$ cat config.mk
export PLATFORM = sky130hd
export DESIGN_NAME = issueque_int_flat
export DESIGN_NICKNAME = d
export VERILOG_FILES = /design/src/rtl/issueque_int_if.sv /design/src/rtl/issueque_int.sv /design/src/flat_wrapper.sv
export SDC_FILE = /design/constraint.sdc
export NUM_CORES = 1
export LEC_CHECK = 0
export CORE_MARGIN = 4
export CORE_UTILIZATION = 35
export CTS_CLUSTER_DIAMETER = 40
export DETAILED_ROUTE_END_ITERATION = 12
export SETUP_SLACK_MARGIN = 0.5
export SYNTH_ARGS = -nofsm -noshare
export SYNTH_HDL_FRONTEND = slang
export SYNTH_SLANG_ARGS = --single-unit
$ cat constraint.sdc
create_clock -name clk -period 4.5 [get_ports clk]
set_input_delay 1.125 -clock clk [delete_from_list [all_inputs] [get_ports clk]]
set_output_delay 1.125 -clock clk [all_outputs]
set_load 0.02 [all_outputs]
$ cat src/rtl/issueque_int_if.sv
// issueque_int_if: dispatch, CDB and issue handshake signals of the integer issue queue
interface issueque_int_if #(parameter int W_TAG = 6);
  logic             dispatch_en;
  logic             dispatch_ready;
  logic [5:0]       dispatch_opcode;
  logic [15:0]      dispatch_imm;
  logic [W_TAG-1:0] dispatch_rdtag;
  logic [W_TAG-1:0] dispatch_rstag;
  logic [W_TAG-1:0] dispatch_rttag;
  logic [31:0]      dispatch_rsdata;
  logic [31:0]      dispatch_rtdata;
  logic             dispatch_rsvalid;
  logic             dispatch_rtvalid;
  logic [W_TAG-1:0] cdb_tag;
  logic             cdb_valid;
  logic [31:0]      cdb_data;
  logic             issue_valid;
  logic             issue_ready;
  logic [5:0]       issue_opcode;
  logic [15:0]      issue_imm;
  logic [W_TAG-1:0] issue_rdtag;
  logic [31:0]      issue_rsdata;
  logic [31:0]      issue_rtdata;
  modport master (
    output dispatch_en, dispatch_opcode, dispatch_imm, dispatch_rdtag, dispatch_rstag, dispatch_rttag,
           dispatch_rsdata, dispatch_rtdata, dispatch_rsvalid, dispatch_rtvalid,
           cdb_tag, cdb_valid, cdb_data, issue_ready,
    input  dispatch_ready, issue_valid, issue_opcode, issue_imm, issue_rdtag, issue_rsdata, issue_rtdata
  );
  modport slave (
    input  dispatch_en, dispatch_opcode, dispatch_imm, dispatch_rdtag, dispatch_rstag, dispatch_rttag,
           dispatch_rsdata, dispatch_rtdata, dispatch_rsvalid, dispatch_rtvalid,
           cdb_tag, cdb_valid, cdb_data, issue_ready,
    output dispatch_ready, issue_valid, issue_opcode, issue_imm, issue_rdtag, issue_rsdata, issue_rtdata
  );
endinterface

$ cat src/rtl/issueque_int.sv
// issueque_int: age-ordered integer issue queue with CDB snoop and oldest-ready-first issue
module issueque_int #(
  parameter int DEPTH = 4,
  parameter int W_TAG = 6
) (
  input logic           clk,
  input logic           reset,
  issueque_int_if.slave io
);
  localparam int IW = $clog2(DEPTH);
  localparam int CW = $clog2(DEPTH + 1);
  typedef struct packed {
    logic             valid;
    logic [5:0]       opcode;
    logic [15:0]      imm;
    logic [W_TAG-1:0] rdtag;
    logic [W_TAG-1:0] rstag;
    logic [W_TAG-1:0] rttag;
    logic [31:0]      rsdata;
    logic [31:0]      rtdata;
    logic             rsvalid;
    logic             rtvalid;
  } entry_t;
  entry_t           ent_q [DEPTH];
  entry_t           ent_d [DEPTH];
  entry_t           shf [DEPTH];
  entry_t           new_e;
  logic [DEPTH-1:0] rdy;
  logic [IW-1:0]    sel;
  logic [CW-1:0]    cnt;
  logic [CW-1:0]    wr_idx;
  logic             do_issue;
  logic             do_disp;
  // readiness per entry and occupancy (valid entries form a contiguous prefix)
  always_comb begin
    cnt = '0;
    for (int k = 0; k < DEPTH; k++) begin
      rdy[k] = ent_q[k].valid & ent_q[k].rsvalid & ent_q[k].rtvalid;
      cnt = cnt + CW'(ent_q[k].valid);
    end
  end
  // oldest ready entry wins: scan from the top so the lowest index is kept last
  always_comb begin
    sel = '0;
    for (int k = DEPTH - 1; k >= 0; k--) if (rdy[k]) sel = IW'(k);
  end
  assign io.issue_valid    = |rdy;
  assign do_issue          = io.issue_valid & io.issue_ready;
  assign io.dispatch_ready = ~ent_q[DEPTH-1].valid;
  assign do_disp           = io.dispatch_en & io.dispatch_ready;
  assign wr_idx            = cnt - CW'(do_issue);
  assign io.issue_opcode   = io.issue_valid ? ent_q[sel].opcode : '0;
  assign io.issue_imm      = io.issue_valid ? ent_q[sel].imm    : '0;
  assign io.issue_rdtag    = io.issue_valid ? ent_q[sel].rdtag  : '0;
  assign io.issue_rsdata   = io.issue_valid ? ent_q[sel].rsdata : '0;
  assign io.issue_rtdata   = io.issue_valid ? ent_q[sel].rtdata : '0;
  assign new_e = '{valid: 1'b1, opcode: io.dispatch_opcode, imm: io.dispatch_imm,
                   rdtag: io.dispatch_rdtag, rstag: io.dispatch_rstag, rttag: io.dispatch_rttag,
                   rsdata: io.dispatch_rsdata, rtdata: io.dispatch_rtdata,
                   rsvalid: io.dispatch_rsvalid, rtvalid: io.dispatch_rtvalid};
  // compact out the issued entry, snoop the CDB at the new position, then append the dispatch unsnooped
  always_comb begin
    for (int k = 0; k < DEPTH - 1; k++) shf[k] = ent_q[k+1];
    shf[DEPTH-1] = '0;
    for (int j = 0; j < DEPTH; j++) begin
      ent_d[j] = (do_issue && j >= int'(sel)) ? shf[j] : ent_q[j];
      if (io.cdb_valid && ent_d[j].valid && !ent_d[j].rsvalid && ent_d[j].rstag == io.cdb_tag) begin
        ent_d[j].rsdata  = io.cdb_data;
        ent_d[j].rsvalid = 1'b1;
      end
      if (io.cdb_valid && ent_d[j].valid && !ent_d[j].rtvalid && ent_d[j].rttag == io.cdb_tag) begin
        ent_d[j].rtdata  = io.cdb_data;
        ent_d[j].rtvalid = 1'b1;
      end
      if (do_disp && CW'(j) == wr_idx) ent_d[j] = new_e;
    end
  end
  // entry storage; asynchronous clear drops every resident entry at once
  always_ff @(posedge clk or negedge reset) begin
    if (!reset) for (int k = 0; k < DEPTH; k++) ent_q[k] <= '0;
    else for (int k = 0; k < DEPTH; k++) ent_q[k] <= ent_d[k];
  end
endmodule

$ cat src/flat_wrapper.sv
// flat-port wrapper written by rule: the top's interface ports become plain ports
module issueque_int_flat 
#(
  parameter int DEPTH = 4,
  parameter int W_TAG = 6
)
  (clk, reset, io_dispatch_en, io_dispatch_opcode, io_dispatch_imm, io_dispatch_rdtag, io_dispatch_rstag, io_dispatch_rttag, io_dispatch_rsdata, io_dispatch_rtdata, io_dispatch_rsvalid, io_dispatch_rtvalid, io_cdb_tag, io_cdb_valid, io_cdb_data, io_issue_ready, io_dispatch_ready, io_issue_valid, io_issue_opcode, io_issue_imm, io_issue_rdtag, io_issue_rsdata, io_issue_rtdata);
  issueque_int_if #(.W_TAG(W_TAG)) io_i ();
  input logic clk;
  input logic reset;
  input wire logic [$bits(io_i.dispatch_en)-1:0] io_dispatch_en;
  input wire logic [$bits(io_i.dispatch_opcode)-1:0] io_dispatch_opcode;
  input wire logic [$bits(io_i.dispatch_imm)-1:0] io_dispatch_imm;
  input wire logic [$bits(io_i.dispatch_rdtag)-1:0] io_dispatch_rdtag;
  input wire logic [$bits(io_i.dispatch_rstag)-1:0] io_dispatch_rstag;
  input wire logic [$bits(io_i.dispatch_rttag)-1:0] io_dispatch_rttag;
  input wire logic [$bits(io_i.dispatch_rsdata)-1:0] io_dispatch_rsdata;
  input wire logic [$bits(io_i.dispatch_rtdata)-1:0] io_dispatch_rtdata;
  input wire logic [$bits(io_i.dispatch_rsvalid)-1:0] io_dispatch_rsvalid;
  input wire logic [$bits(io_i.dispatch_rtvalid)-1:0] io_dispatch_rtvalid;
  input wire logic [$bits(io_i.cdb_tag)-1:0] io_cdb_tag;
  input wire logic [$bits(io_i.cdb_valid)-1:0] io_cdb_valid;
  input wire logic [$bits(io_i.cdb_data)-1:0] io_cdb_data;
  input wire logic [$bits(io_i.issue_ready)-1:0] io_issue_ready;
  output wire logic [$bits(io_i.dispatch_ready)-1:0] io_dispatch_ready;
  output wire logic [$bits(io_i.issue_valid)-1:0] io_issue_valid;
  output wire logic [$bits(io_i.issue_opcode)-1:0] io_issue_opcode;
  output wire logic [$bits(io_i.issue_imm)-1:0] io_issue_imm;
  output wire logic [$bits(io_i.issue_rdtag)-1:0] io_issue_rdtag;
  output wire logic [$bits(io_i.issue_rsdata)-1:0] io_issue_rsdata;
  output wire logic [$bits(io_i.issue_rtdata)-1:0] io_issue_rtdata;
  assign io_i.dispatch_en = io_dispatch_en;
  assign io_i.dispatch_opcode = io_dispatch_opcode;
  assign io_i.dispatch_imm = io_dispatch_imm;
  assign io_i.dispatch_rdtag = io_dispatch_rdtag;
  assign io_i.dispatch_rstag = io_dispatch_rstag;
  assign io_i.dispatch_rttag = io_dispatch_rttag;
  assign io_i.dispatch_rsdata = io_dispatch_rsdata;
  assign io_i.dispatch_rtdata = io_dispatch_rtdata;
  assign io_i.dispatch_rsvalid = io_dispatch_rsvalid;
  assign io_i.dispatch_rtvalid = io_dispatch_rtvalid;
  assign io_i.cdb_tag = io_cdb_tag;
  assign io_i.cdb_valid = io_cdb_valid;
  assign io_i.cdb_data = io_cdb_data;
  assign io_i.issue_ready = io_issue_ready;
  assign io_dispatch_ready = io_i.dispatch_ready;
  assign io_issue_valid = io_i.issue_valid;
  assign io_issue_opcode = io_i.issue_opcode;
  assign io_issue_imm = io_i.issue_imm;
  assign io_issue_rdtag = io_i.issue_rdtag;
  assign io_issue_rsdata = io_i.issue_rsdata;
  assign io_issue_rtdata = io_i.issue_rtdata;
  issueque_int #(.DEPTH(DEPTH), .W_TAG(W_TAG)) u_core (.clk(clk), .reset(reset), .io(io_i));
endmodule
---- Word level (Yosys, flattened, before mapping) ----
Index checks and enable logic that the tools add are counted.
cells by class
  mux-type cells .......................... 36
  bitwise gates (word level) .............. 12
  add/sub/neg operators ................... 4
  equal/unequal tests ..................... 11
  reduce and logical (&&, ||, !) cells .... 49
  $lt $le $gt $ge ......................... 4
operator list
  operator            number
  $mux 107            8
  $mux 32             10
  $bmux 107 s2        1
  $mux 106            2
  $eq 6x6->1          8
  $logic_and 1x1->1   27
  $reduce_bool 3->1   8
  $mux 16             1
  $mux 6              2
  $and 1x1->1         10
  $logic_not 1->1     8
  $mux 1              8
  $mux 2              4
  $reduce_bool 2->1   4
  $add 3x1->3         2
  $eq 2x3->1 const A  2
  $ge 1x2->1 const A  2
  $reduce_or 4->1     1
  $eq 1x3->1 const A  1
  $ge 3x3->1 const B  1
  $logic_not 3->1     1
  $not 2->3           1
  $sub 3x1->3         1
  $add 1x1->2         1
  other kinds (2)     2
storage, ports and cells
  output and inout bits ................... 94
  register bits ........................... 428

---- Depth between registers and ports, before layout ----
  depth in word-level cells ............... 14
  gate-level depth with buffers ........... 18
  mapped depth without buffers ............ 15

---- Least setup slack after synthesis ----
No wires, ideal clock.
  path type ............................... input port to flip-flop
  from .................................... input io_issue_ready
  to ...................................... register u_core.ent_q[136] (netlist name)
  path slack .............................. 0.260 ns
  cell stages on the path ................. 18
  required time ........................... 4.371 ns
  arrival time ............................ 4.111 ns
  path through ............................ buf_6 inv_1 a41o_1 inv_1 ha_1 inv_1 fa_1 inv_1 fa_1 xnor2_1 nand2_1 or3_1 clkbuf_1 nand2_1 a21oi_1 clkbuf_1 a22o_1 a2111o_1
on the way
  cells in the longest elaborated chain, start to end .. 8
  elaborated cells between the ends (all ways) .. 14
  those cells by class .................... add/sub (1); eq/ne (2); mux (3); bitwise (1); reduce/logical (7)
ends and longest elaborated chain
  item                                                                 RTL line            text
  from (decl)                                                          flat_wrapper.sv:24  input wire logic [$bits(io_i.issue_ready)-1:0] io_issue_ready;
  $and 1x1->1 (*)                                                      issueque_int.sv:48  assign do_issue = io.issue_valid & io.issue_ready;
  parallel branches: the longest is 7 deep, another holds $sub 3x1->3  --
Mark *: on every way between the ends. The select of a mux whose other input is x is not followed.
A chain may end at the register's enable or synchronous reset.

---- Worst setup path in the final report ----
  from .................................... register u_core.ent_q[321] (netlist name)
  to ...................................... output io_issue_rsdata[28]
on the way
  cells in the longest elaborated chain, start to end .. 7
  elaborated cells between the ends (all ways) .. 8
  those cells by class .................... mux (5); bitwise (2); reduce/logical (1)
ends and longest elaborated chain
  item                             RTL line            text
  $and 1x1->1 (*)                  issueque_int.sv:38  rdy[k] = ent_q[k].valid & ent_q[k].rsvalid & ent_q[k].rtvalid;
  $mux 2                           issueque_int.sv:45  for (int k = DEPTH - 1; k >= 0; k--) if (rdy[k]) sel = IW'(k);
  $not 2->3 (implied by the code)  issueque_int.sv:55  assign io.issue_rsdata = io.issue_valid ? ent_q[sel].rsdata : '0;
  $bmux 107 s2                     issueque_int.sv:55
  $mux 106 (2 in series)           --
  $mux 32 (*)                      issueque_int.sv:55
  to (decl)                        flat_wrapper.sv:30  output wire logic [$bits(io_i.issue_rsdata)-1:0] io_issue_rsdata;
Mark *: on every way between the ends. The rest lies on a longest branch, timed or not. The select of a mux whose other input is x is not followed.

==> flow_metrics.env <==
export IMPL_grt_pass1_vias=25250
export IMPL_ctsHoldBuffers=0
export IMPL_cp_slowest_cell="mux4_2"
export IMPL_crit_fanout=7
export IMPL_routedWlPerCell_um=25.35
export IMPL_hold_path_class="flop to flop"
export IMPL_wl_um=102800
export IMPL_power_density_nw_per_um2=912.7
export IMPL_drv_slew=0
export IMPL_ios=243
export IMPL_fmax_mhz=253.0
export IMPL_die_area_um2=76010
export IMPL_synth_top_area_share=0.4270
export IMPL_setup_tns_ns=0
export IMPL_status="finished, final reports clean"
export IMPL_cp_arrival_ns=2.83
export IMPL_fin_nets=3193
export IMPL_place_hpwl_um=59830
export IMPL_clk_latency_ns=0.65
export IMPL_cts_tree="yes"
export IMPL_total_power_mw=29.97
export IMPL_post_route_period_util=0.8785
export IMPL_yosys_warnings=0
export IMPL_drt_iter0_drc=3252
export IMPL_cts_max_level=3
export IMPL_numPortBuffers=242
export IMPL_fillers=6519
export IMPL_ys_top_cells_by_count="451 x nand2_1, 428 x dfrtp_1, 279 x nor2_1"
export IMPL_seq_area_frac_synth=0.4270
export IMPL_slew_headroom=0.2664
export IMPL_syn_to_final_growth_pct=30.93
export IMPL_cp_start_kind="flop"
export IMPL_regArea_um2=10720
export IMPL_start_util=0.3557
export IMPL_largest_register="u_core.ent_q"
export IMPL_yosysMostFrequentCell="nand2_1"
export IMPL_clkSinkCount=428
export IMPL_syn_area_per_cell_um2=8.933
export IMPL_grt_pass1_wl_um=154000
export IMPL_vias=24970
export IMPL_worstPathRequired_ns=3.38
export IMPL_grt_setup_unrepaired="yes"
export IMPL_clk_pin_slew_ns=0.05
export IMPL_syn_num_nets=2962
export IMPL_drt_pass1_iterations=9
export IMPL_biggestRegsByFlops="u_core.ent_q x428"
export IMPL_synth_main_ff_cell="dfrtp_1"
export IMPL_netlist_area_um2=25080
export IMPL_leakage_nw=14.71
export IMPL_drive_gt1_frac=0.1703
export IMPL_path_buf_inv=5
export IMPL_crit_type="flop to output port"
export IMPL_finalHoldViolations=0
export IMPL_grt_ovfl_total=0
export IMPL_globalplace_congestion=0.8932
export IMPL_synth_edf_count=0
export IMPL_synthArstFlopShare=1.000
export IMPL_cpLargestDelayFamily="buffers and inverters"
export IMPL_largest_register_ffs=428
export IMPL_drc=0
export IMPL_rows=97
export IMPL_worstMarginPinSlew_ns=1.100
export IMPL_antenna_found_initial=12
export IMPL_numCtsBuffers=80
export IMPL_synth_top_area_cell="dfrtp_1"
export IMPL_grt_total_usage=0.2614
export IMPL_synthCells=2808
export IMPL_clock_skew_ns=0.04355
export IMPL_grt_max_degree=97
export IMPL_antenna_left=0
export IMPL_setup_viol=0
export IMPL_slowest_delay_ns=0.55
export IMPL_die_x_um=275.7
export IMPL_setup_worst_path_end_class="output port"
export IMPL_via_per_inst=6.159
export IMPL_yosys_top_cells_area="dfrtp_1 43%, mux4_2 8.3%, nand2_1 6.7%"
export IMPL_ir_drop_uv=783.3
export IMPL_finalCriticalPeriod_ns=3.953
export IMPL_drv_cap=0
export IMPL_path_cells="nand3_4 > nand2_2 > a21oi_4 > buf_12 > buf_16 > buf_12 > buf_16 > mux4_2 > and2_1 > buf_2"
export IMPL_die_h_um=275.7
export IMPL_cts_root_buffer="clkbuf_16"
export IMPL_clockBufferDepth=3
export IMPL_ys_ff_latch=428
export IMPL_multiInputGateArea_um2=13430
export IMPL_core_um2=70510
export IMPL_synthDistinctLibCells=65
[path summary, 6_finish.rpt]
path	endpoint	from	cells after the start	slack [ns]
hold reg to reg	u_core.ent_q[150]$_DFFE_PN0P_	u_core.ent_q[150]$_DFFE_PN0P_	2	0.51
hold / removal	u_core.ent_q[150]$_DFFE_PN0P_	u_core.ent_q[150]$_DFFE_PN0P_	2	0.51
setup reg to reg	u_core.ent_q[128]$_DFFE_PN0P_	u_core.ent_q[214]$_DFF_PN0_	19	0.84
min in group asynchronous	u_core.ent_q[193]$_DFFE_PN0P_	reset	1	0.55
max in group asynchronous	u_core.ent_q[360]$_DFFE_PN0P_	reset	2	2.88
setup / recovery	io_issue_rsdata[28]	u_core.ent_q[321]$_DFF_PN0_	10	0.55
[worst reg2reg max path: stages (launching register included)]
cell	delay, ns
dfrtp_2	0.40
nand3_4	0.09
buf_4	0.15
a41o_1	0.25
inv_2	0.09
ha_4	0.20
inv_2	0.06
fa_2	0.20
inv_2	0.05
fa_2	0.38
xnor2_2	0.21
nand2_1	0.10
buf_4	0.18
nor3_4	0.25
buf_4	0.17
a31oi_4	0.06
buf_12	0.20
nand2_1	0.08
nor2_1	0.05
a2111o_1	0.38
[where the power goes]
| part | leakage, nW | internal, mW | switching, mW |
|---|---|---|---|
| clock network | 1.43 | 4.35 | 2.29 |
| logic | 8.00 | 6.75 | 9.78 |
| registers | 5.28 | 5.61 | 1.20 |
| total | 14.7 | 16.7 | 13.3 |
[placed cells by master, fill, tap and decap left out, types with 17 or more instances in the layout]
| cell type | Yosys | routed |
|---|---|---|
| inv_1 | 46 | 42 |
| buf_4 | 0 | 95 |
| dfrtp_1 | 428 | 420 |
| o21ai_0 | 73 | 73 |
| buf_12 | 0 | 48 |
| o22ai_1 | 75 | 75 |
| a2111o_1 | 32 | 32 |
| nand3_1 | 239 | 232 |
| nand2b_1 | 46 | 45 |
| a21oi_1 | 183 | 180 |
| clkdlybuf4s50_1 | 0 | 148 |
| a22o_1 | 72 | 72 |
| o32ai_1 | 32 | 32 |
| nand2_1 | 451 | 447 |
| and3_1 | 38 | 36 |
| nor2_1 | 279 | 276 |
| nor2b_1 | 24 | 24 |
| buf_2 | 37 | 40 |
| mux4_2 | 92 | 92 |
| mux2i_1 | 72 | 72 |
| clkbuf_16 | 0 | 84 |
| dlygate4sd2_1 | 0 | 25 |
| a31oi_1 | 124 | 123 |
| a222oi_1 | 32 | 32 |
| clkbuf_2 | 0 | 17 |
| and2_1 | 95 | 93 |
[stage by stage]
stage | util | cell area [µm²] | worst slack (ns) | instances | hold WS [ns]
2_1_floorplan | - | 25180 | 0.4694 | 2808 | 0.4568
3_3_place_gp | 0.4146 | 29230 | -0.2135 | 3848 | 0.4784
3_5_place_dp | 0.4146 | 29230 | -0.2603 | 3848 | 0.4935
4_1_cts | 0.4642 | 32730 | 0.3768 | 4030 | 0.5060
5_1_grt | 0.4657 | 32840 | 0.4984 | 4054 | 0.5275
6_report | 0.4657 | 32840 | 0.5468 | 4055 | 0.5094
[area by class of cell]
cell class                      count  share of cell area
Clock inverter                     57             0.02435
Clock buffer                       93             0.06557
Antenna cell                        8           0.0006096
Timing Repair Buffer              406              0.1330
Sequential cell                   428              0.3264
Tap cell                          940             0.03581
Multi-Input combinational cell   2077              0.4090
Inverter                           46            0.005258
[metal layers]
layer | GRT usage | share of wire | vias to the layer above
li1 | - | - | 10670
met1 | 0.3392 | 0.39 | 12480
met2 | 0.4141 | 0.47 | 1537
met3 | 0.06172 | 0.10 | 280
met4 | 0.1239 | 0.039 | 8
met5 | 0 | 0.00057 | -
[cell families after synthesis]
logic type	count (synthesis)	synth area share
compound gates	665	0.1787
xor+xnor	21	0.007333
fa+ha+maj	5	0.003093
buf+inv	307	0.05078
flops	428	0.4270
mux	168	0.1131
simple gates	1214	0.2199
[timing repair]
item | 4_1_cts | 5_1_grt
resized for setup | 264 | 51
setup buffers | 19 | 13
pin swaps | 4 | 5
setup endpoints to repair | 147 | 182
gates cloned | 13 | 4
Note: power is estimated with default switching activity, not from simulation.
